### src/rtl/key_sw_device_pkg.sv
// Shared constants and helpers for the KEY/SW memory-mapped device.
// Control/status register layout used by both input paths.
package key_sw_device_pkg;

  localparam logic [31:0] ADDR_KDATA = 32'hFFFFF080;
  localparam logic [31:0] ADDR_KCTRL = 32'hFFFFF084;
  localparam logic [31:0] ADDR_SDATA = 32'hFFFFF090;
  localparam logic [31:0] ADDR_SCTRL = 32'hFFFFF094;

  localparam int unsigned RDY_BIT = 0;
  localparam int unsigned OVR_BIT = 2;
  localparam int unsigned IE_BIT  = 4;

  typedef struct packed {
    logic ie;
    logic ovr;
    logic rdy;
  } ctrl_t;

  function automatic logic [31:0] ctrl_word(ctrl_t c);
    logic [31:0] w;
    w = '0;
    w[RDY_BIT] = c.rdy;
    w[OVR_BIT] = c.ovr;
    w[IE_BIT]  = c.ie;
    return w;
  endfunction

  // Capture is applied last so a new event beats a same-cycle clear.
  function automatic ctrl_t ctrl_next(
    ctrl_t c,
    logic  cap,
    logic  clr,
    logic  wr,
    logic  wr_ie,
    logic  wr_ovr
  );
    ctrl_t n;
    n = c;
    if (wr) begin
      n.ie = wr_ie;
      if (!wr_ovr) n.ovr = 1'b0;
    end
    if (clr) n.rdy = 1'b0;
    if (cap) begin
      n.rdy = 1'b1;
      n.ovr = n.ovr | c.rdy;
    end
    return n;
  endfunction

endpackage

### src/rtl/key_sw_device_if.sv
// CPU-side register bus for the KEY/SW device.
interface key_sw_device_if;
  logic [31:0] abus;
  logic        rden;
  logic        wren;
  logic [31:0] wdata;
  logic [31:0] rdata;
  logic        sel;

  modport master (
    output abus, rden, wren, wdata,
    input  rdata, sel
  );

  modport slave (
    input  abus, rden, wren, wdata,
    output rdata, sel
  );
endinterface

### src/rtl/key_sw_device_sw_debounce.sv
// Two-flop synchronizer plus stability counter for slide switches.
module sw_debounce #(
  parameter int W        = 10,
  parameter int DEBOUNCE = 500000
) (
  input  logic         clk,
  input  logic         rst_n,
  input  logic [W-1:0] din,
  output logic [W-1:0] dout,
  output logic         stable
);

  localparam int CW = $clog2(DEBOUNCE);
  localparam logic [CW-1:0] LAST = CW'(DEBOUNCE - 1);

  logic [W-1:0]  s1;
  logic [W-1:0]  s2;
  logic [CW-1:0] cnt;

  // Counter saturates once the value has held long enough.
  always_ff @(posedge clk or negedge rst_n) begin
    if (!rst_n) begin
      s1  <= '0;
      s2  <= '0;
      cnt <= '0;
    end else begin
      s1 <= din;
      s2 <= s1;
      if (s1 != s2)
        cnt <= '0;
      else if (cnt != LAST)
        cnt <= cnt + 1'b1;
    end
  end

  assign dout   = s2;
  assign stable = (cnt == LAST);

endmodule

### src/rtl/key_sw_device.sv
// Memory-mapped pushbutton and slide-switch input device.
module key_sw_device
  import key_sw_device_pkg::*;
#(
  parameter logic [31:0] ADDRKDATA = ADDR_KDATA,
  parameter logic [31:0] ADDRKCTRL = ADDR_KCTRL,
  parameter logic [31:0] ADDRSDATA = ADDR_SDATA,
  parameter logic [31:0] ADDRSCTRL = ADDR_SCTRL,
  parameter int          DEBOUNCE  = 500000
) (
  input  logic                  clk,
  input  logic                  RESET_N,
  key_sw_device_if.slave        bus,
  input  logic [3:0]            KEY,
  input  logic [9:0]            SW,
  output logic                  intr
);

  logic [3:0] k_s1;
  logic [3:0] k_s2;
  logic [3:0] kdata;
  logic [9:0] sdata;
  logic [9:0] sw_val;
  logic       sw_stable;
  ctrl_t      kctrl;
  ctrl_t      sctrl;

  logic hit_kd, hit_kc, hit_sd, hit_sc;
  logic k_cap, s_cap;
  logic [31:0] rdata_c;
  logic        sel_c;

  sw_debounce #(
    .W        (10),
    .DEBOUNCE (DEBOUNCE)
  ) u_sw_debounce (
    .clk    (clk),
    .rst_n  (RESET_N),
    .din    (SW),
    .dout   (sw_val),
    .stable (sw_stable)
  );

  assign hit_kd = (bus.abus == ADDRKDATA);
  assign hit_kc = (bus.abus == ADDRKCTRL);
  assign hit_sd = (bus.abus == ADDRSDATA);
  assign hit_sc = (bus.abus == ADDRSCTRL);

  assign k_cap = ((~k_s2) != kdata);
  assign s_cap = sw_stable && (sw_val != sdata);

  // Buttons are active-low; released state keeps synchronizers high.
  always_ff @(posedge clk or negedge RESET_N) begin
    if (!RESET_N) begin
      k_s1  <= 4'hF;
      k_s2  <= 4'hF;
      kdata <= '0;
      sdata <= '0;
      kctrl <= '0;
      sctrl <= '0;
    end else begin
      k_s1 <= KEY;
      k_s2 <= k_s1;
      if (k_cap) kdata <= ~k_s2;
      if (s_cap) sdata <= sw_val;
      kctrl <= ctrl_next(kctrl, k_cap,
                         bus.rden & hit_kd,
                         bus.wren & hit_kc,
                         bus.wdata[IE_BIT],
                         bus.wdata[OVR_BIT]);
      sctrl <= ctrl_next(sctrl, s_cap,
                         bus.rden & hit_sd,
                         bus.wren & hit_sc,
                         bus.wdata[IE_BIT],
                         bus.wdata[OVR_BIT]);
    end
  end

  always_comb begin
    rdata_c = '0;
    sel_c   = 1'b0;
    unique case (1'b1)
      hit_kd: begin
        rdata_c = {28'b0, kdata};
        sel_c   = 1'b1;
      end
      hit_kc: begin
        rdata_c = ctrl_word(kctrl);
        sel_c   = 1'b1;
      end
      hit_sd: begin
        rdata_c = {22'b0, sdata};
        sel_c   = 1'b1;
      end
      hit_sc: begin
        rdata_c = ctrl_word(sctrl);
        sel_c   = 1'b1;
      end
      default: ;
    endcase
  end

  assign bus.rdata = rdata_c;
  assign bus.sel   = sel_c;

  assign intr = (kctrl.rdy & kctrl.ie)
              | (sctrl.rdy & sctrl.ie);

endmodule

### src/flat_wrapper.sv
// flat-port wrapper written by rule: the top's interface ports become plain ports
module key_sw_device_flat import key_sw_device_pkg::*;
#(
  parameter logic [31:0] ADDRKDATA = ADDR_KDATA,
  parameter logic [31:0] ADDRKCTRL = ADDR_KCTRL,
  parameter logic [31:0] ADDRSDATA = ADDR_SDATA,
  parameter logic [31:0] ADDRSCTRL = ADDR_SCTRL,
  parameter int          DEBOUNCE  = 500000
)
  (clk, RESET_N, KEY, SW, intr, bus_abus, bus_rden, bus_wren, bus_wdata, bus_rdata, bus_sel);
  key_sw_device_if bus_i ();
  input  logic clk;
  input  logic RESET_N;
  input  logic [3:0] KEY;
  input  logic [9:0] SW;
  output logic intr;
  input wire logic [$bits(bus_i.abus)-1:0] bus_abus;
  input wire logic [$bits(bus_i.rden)-1:0] bus_rden;
  input wire logic [$bits(bus_i.wren)-1:0] bus_wren;
  input wire logic [$bits(bus_i.wdata)-1:0] bus_wdata;
  output wire logic [$bits(bus_i.rdata)-1:0] bus_rdata;
  output wire logic [$bits(bus_i.sel)-1:0] bus_sel;
  assign bus_i.abus = bus_abus;
  assign bus_i.rden = bus_rden;
  assign bus_i.wren = bus_wren;
  assign bus_i.wdata = bus_wdata;
  assign bus_rdata = bus_i.rdata;
  assign bus_sel = bus_i.sel;
  key_sw_device #(.ADDRKDATA(ADDRKDATA), .ADDRKCTRL(ADDRKCTRL), .ADDRSDATA(ADDRSDATA), .ADDRSCTRL(ADDRSCTRL), .DEBOUNCE(DEBOUNCE)) u_core (.clk(clk), .RESET_N(RESET_N), .bus(bus_i), .KEY(KEY), .SW(SW), .intr(intr));
endmodule
### config.mk
export PLATFORM = sky130hd
export DESIGN_NAME = key_sw_device_flat
export DESIGN_NICKNAME = d
export VERILOG_FILES = /design/src/rtl/key_sw_device_pkg.sv /design/src/rtl/key_sw_device_if.sv /design/src/rtl/key_sw_device_sw_debounce.sv /design/src/rtl/key_sw_device.sv /design/src/flat_wrapper.sv
export SDC_FILE = /design/constraint.sdc
export NUM_CORES = 1
export LEC_CHECK = 0
export CELL_PAD_IN_SITES_DETAIL_PLACEMENT = 1
export CELL_PAD_IN_SITES_GLOBAL_PLACEMENT = 1
export CORE_MARGIN = 2
export CORE_UTILIZATION = 38
export CTS_BUF_LIST = sky130_fd_sc_hd__clkbuf_8
export DETAILED_ROUTE_END_ITERATION = 16
export GPL_TIMING_DRIVEN = 0
export PLACE_DENSITY_LB_ADDON = 0.1
export SLEW_MARGIN = 20
export SYNTH_ARGS = -nofsm -noshare
export SYNTH_HDL_FRONTEND = slang
export SYNTH_HIERARCHICAL = 1
export SYNTH_SLANG_ARGS = --single-unit
### constraint.sdc
create_clock -name clk -period 6.1 [get_ports clk]
set_clock_uncertainty 0.2 [all_clocks]
set_input_delay 0.915 -clock clk [delete_from_list [all_inputs] [get_ports clk]]
set_output_delay 0.915 -clock clk [all_outputs]
set_load 0.01 [all_outputs]
Word-level counts from Yosys, hierarchy flattened
Index checks and enable logic that the tools add are counted.
{"block": "totals", "reg_bits": 67, "wordCells": 50, "out_inout_bits": 34, "input_bits": 82}
{"block": "op_classes", "n_mux": 12, "bitwise_logic": 10, "n_addsub": 1, "reduce_logical": 5, "eq_ne": 9}
{"op": "$eq 32x32->1 const B", "n": 4}
{"op": "$pmux 10 s4", "n": 1}
{"op": "$mux 19", "n": 2}
{"op": "$ne 10x10->1", "n": 2}
{"op": "$add 19x1->19 const B", "n": 1}
{"op": "$eq 19x19->1 const B", "n": 1}
{"op": "$ne 19x19->1 const B", "n": 1}
{"op": "$mux 1", "n": 7}
{"op": "$and 1x1->1", "n": 6}
{"op": "$reduce_bool 2->1", "n": 3}
{"op": "$mux 2", "n": 2}
{"op": "$ne 4x4->1", "n": 1}
{"op": "$not 4->4", "n": 1}
{"op": "$reduce_or 4->1", "n": 1}
{"op": "$or 1x1->1", "n": 3}
{"op": "$logic_and 1x1->1", "n": 1}

Longest topological paths before layout
{"block": "logic_depth", "depth_word": 5, "ltp_mapped": 7, "mapped_depth_nobuf": 6}

Hierarchy
The synthesis kept the hierarchy.
{"module": "sw_debounce", "cells_each": 139, "area_each_um2": 1630.3, "instances": 1, "seq_area_each_um2": 975.9}
{"module": "key_sw_device", "cells_each": 137, "area_each_um2": 1594.0, "instances": 1, "seq_area_each_um2": 710.7}

Worst setup path after synthesis
Ideal clock, no wire load.
{"block": "synth_path", "kind": "input -> output", "startpoint": "in bus_abus[3]", "endpoint": "out bus_rdata[1]", "path_buffers": 0, "required_time_ns": 4.985, "cell_stages": 4, "slack_ns": 2.930, "t_arrival_ns": 2.055, "path_cell_list": "nand4bb_1 -> nor4_4 -> nand3_1 -> nor3_1"}
{"block": "synth_via", "elab_chain_len": 2, "word_cells_on_any_way": 5, "cone_classes": "4 x eq/ne; 1 x mux"}
{"item": "start: declaration", "line": "flat_wrapper.sv:17", "source": "input wire logic [$bits(bus_i.abus)-1:0] bus_abus;"}
{"item": "$eq 32x32->1, on equally long branches"}
{"item": "$pmux 10 s4 *", "line": "key_sw_device.sv:82", "source": "unique case (1'b1)"}
{"item": "end: declaration", "line": "flat_wrapper.sv:21", "source": "output wire logic [$bits(bus_i.rdata)-1:0] bus_rdata;"}
Mark *: on every way between the ends. The rest lies on a longest branch, timed or not.

Worst setup path after layout
{"block": "layout_path", "startpoint": "in bus_abus[24]", "endpoint": "out bus_rdata[1]"}
The elaborated chain is that of the path after synthesis.

==> run summary <==
top cells by area, synth - dfrtp_1 (46%), dfstp_2 (6.5%), buf_4 (5.1%)
H-tree levels - 3
Synthesis Warnings - 6
I/O Buffers - 61
fin nets - 453
Area Growth Syn to Fin - 34.2%
Worst-Margin Slew - 0.634 ns
first-pass GRT wire length - 12000 um
CTS sink count - 67
WHS Endpoint - u_core/k_s2[0]
# diodes - 0
syn avg cell area - 11.7 um2
TritonCTS Buffers - 9
worst hold path type - reg -> reg
Peak VDD IR - 0.120 mV
initial antenna violation count - 0
Setup crit start kind - input pin
max_cap viols - 0
Hold Path Origin - u_core/k_s1[0]
root buffer cell - clkbuf_8
GRT met3 Usage - 4.70%
number of library cell types mapped by synthesis - 54
post-synthesis cell count - 276
ys async rst share - 100%
Worst-path clk slew - 0.08 ns
vias in the first global route - 2440
Worst EP required - 4.98 ns
DR WL/cell - 15.2 um
DRT iter0 DRCs - 73
R2R depth - 7
clock tree buffer depth - 2
Seq/Total Area, Yosys - 52.3%
Routed Antenna Nets - 0
Most Crowded Layer GR - met2
GRT Total Usage - 17.3%
TritonRoute pass-1 iters - 4
area leader, netlist - dfrtp_1
Critical Path Fanout Max - 8
Critical Path Slowest Stage Cell - clkdlybuf4s50_1
Critical Path Sink Type - output port
Final Cycle Share - 70.5%
M1 GR Usage - 21.1%
CTS tree - built
Die Footprint - 9240 um2
synthesized cell area - 3220 um2
FP Rows - 33
Worst slew margin - 57.6%
CP Class - in -> out
flops & latches, synth - 67
r2r endpoint - u_core/sdata[1]
Max Slew Vio Count - 0
die height - 96.1 um
Hold Path Depth - 0
grt ovf - 0
FMAX - 232 MHz
CP peak stage delay - 0.59 ns
Placer Congestion - 0.775
DP Wirelength - 5440 um
pin count of the biggest net entering global routing - 43
RSZ-0062 raised after global routing - no
Most common cell on crit path - clkdlybuf4s50_1
Setup-failing EPs final - 0
Post-synth top flop - dfrtp_1
dpl cells - 464
Non-Filler Instances - 480
critical path cell sequence - clkdlybuf4s50_1, nand4_1, nor4_4, nand3_1, nor3_1, clkdlybuf4s50_1
overall power - 1.03 mW
Core Footprint - 8220 um2
Die Span X - 96.1 um
crit path DAT - 3.19 ns
IO Pins - 116
Worst R2R Setup Slack - 3.60 ns
layout cells sized above 1 - 19.2%
GR Layer Usage met2 - 29.6%
DRC Markers - 0
worst skew pair latency - 0.34 ns
post-synth top area share - 45.8%
outcome - finished, final reports clean
final wirelength - 7280 um
FF-to-FF Start - u_core/u_sw_debounce/cnt[12]
via count - 2339
Final TNS setup - 0 ns
initial core utilization - 39.2%
Tmin final - 4.30 ns
vias per std cell - 4.87
leakage - 1.85 nW
power per cell area - 239 nW/um2
EDFF count, synth - 0
Post-CTS Repair Setup Buffers - 0
post-CTS sizing - 0
hold buffer count at CTS - 0
final hold vios - 0
==> stage by stage <==
stage,worst slack [ns],hold slack (ns),utilization [%],instance area [um2]
CTS,1.75,0.159,52.7,4330
global route,1.58,0.161,52.7,4330
global placement,1.64,0.146,49.2,4050
finish,1.80,0.158,52.7,4330
detailed placement,1.74,0.147,49.4,4060
floorplan,2.93,0.145,-,3300
==> sequential cells by signal, summed over array words and instances, names as in the netlist <==
signal and cells:
u_core/k_s1 4, u_core/kdata 4, u_core/k_s2 4, u_core/kctrl 3, u_core/u_sw_debounce/cnt 19, u_core/u_sw_debounce/s1 10
u_core/sdata 10, u_core/sctrl 3, u_core/u_sw_debounce/dout 10
==> placed cells by master, fill, tap and decap left out, types with 2 or more instances in the layout <==
master,synthesis,routed
clkdlybuf4s50_1,0,60
bufinv_16,0,4
nor3_1,9,9
xnor2_1,17,17
buf_4,22,23
nor2_1,15,15
nor4_1,6,6
nor4b_1,2,2
clkbuf_1,4,4
mux2_2,13,13
a22o_1,2,2
and3b_1,2,2
inv_1,10,11
a21oi_1,7,7
mux2i_1,2,2
and4b_1,3,3
and2_1,6,6
clkbuf_8,0,9
nand3_1,5,5
dfstp_2,8,8
nand2_1,11,11
mux4_2,2,2
nor2b_1,3,3
conb_1,1,22
nand4_1,16,16
dfrtp_1,59,59
o21ai_0,4,4
and3_1,2,2
xor2_1,17,17
==> cells in the mapped netlist, types with 2 or more instances <==
| cell type | count |
|---|---|
| nor3_1 | 9 |
| dfstp_2 | 8 |
| mux2i_1 | 2 |
| buf_4 | 22 |
| and4b_1 | 3 |
| nand4_1 | 16 |
| xnor2_1 | 17 |
| inv_1 | 10 |
| mux4_2 | 2 |
| a22o_1 | 2 |
| xor2_1 | 17 |
| a21oi_1 | 7 |
| nor2_1 | 15 |
| o21ai_0 | 4 |
| nand3_1 | 5 |
| and3b_1 | 2 |
| and3_1 | 2 |
| clkbuf_1 | 4 |
| nor2b_1 | 3 |
| nor4_1 | 6 |
| nor4b_1 | 2 |
| dfrtp_1 | 59 |
| nand2_1 | 11 |
| mux2_2 | 13 |
| and2_1 | 6 |
==> power by group <==
part	internal (mW)	switching [mW]	total (mW)
Sequential	0.457	0.00916	0.466
Combinational	0.0485	0.0314	0.0800
Clock	0.314	0.173	0.487
==> worst max path at each step <==
stage / slack [ns] / to / cells after the start / from
global placement: 1.64 / u_core/kdata[2] / 1 / RESET_N
floorplan: 2.93 / bus_rdata[1] / 4 / bus_abus[3]
detailed placement: 1.74 / bus_rdata[1] / 6 / bus_abus[24]
global route: 1.58 / bus_rdata[3] / 6 / bus_abus[26]
finish: 1.80 / bus_rdata[1] / 6 / bus_abus[24]
CTS: 1.75 / bus_rdata[1] / 6 / bus_abus[24]
==> cells by family (layout without fill, tap and decap cells) <==
family / count (synthesis) / after routing / synth area share [%]
AO/OA/AOI/OAI: 22 / 22 / 5.08
XOR/XNOR: 34 / 34 / 9.24
adder cells (fa/ha/maj): 1 / 1 / 0.388
buffers and inverters: 37 / 115 / 6.91
flip-flops: 67 / 67 / 52.3
multiplexers: 17 / 17 / 6.56
other: 1 / 22 / 0.116
AND/OR/NAND/NOR: 97 / 97 / 19.4
==> worst max-delay path: cells and delay by family <==
family                 cells  cell delay [ns]
and+or+nand+nor            4             1.23
buffers and inverters      2             1.04
==> routing by layer <==
metal  wire length [um]  vias up
met1               3140     1151
met4                 74        0
met5                  0        -
li1                   -     1123
met2               3630       57
met3                437        8
==> layout make-up <==
type | count | area (um2)
inverter | 10 | 37.5
sequential | 67 | 1690
tap | 105 | 131
clock buffer | 9 | 124
fill | 902 | 3890
timing repair buffer | 62 | 628
buffer | 27 | 185
clock inverter | 7 | 141
multi-input combinational | 193 | 1390
No activity file was read; power rests on OpenSTA's default activity.
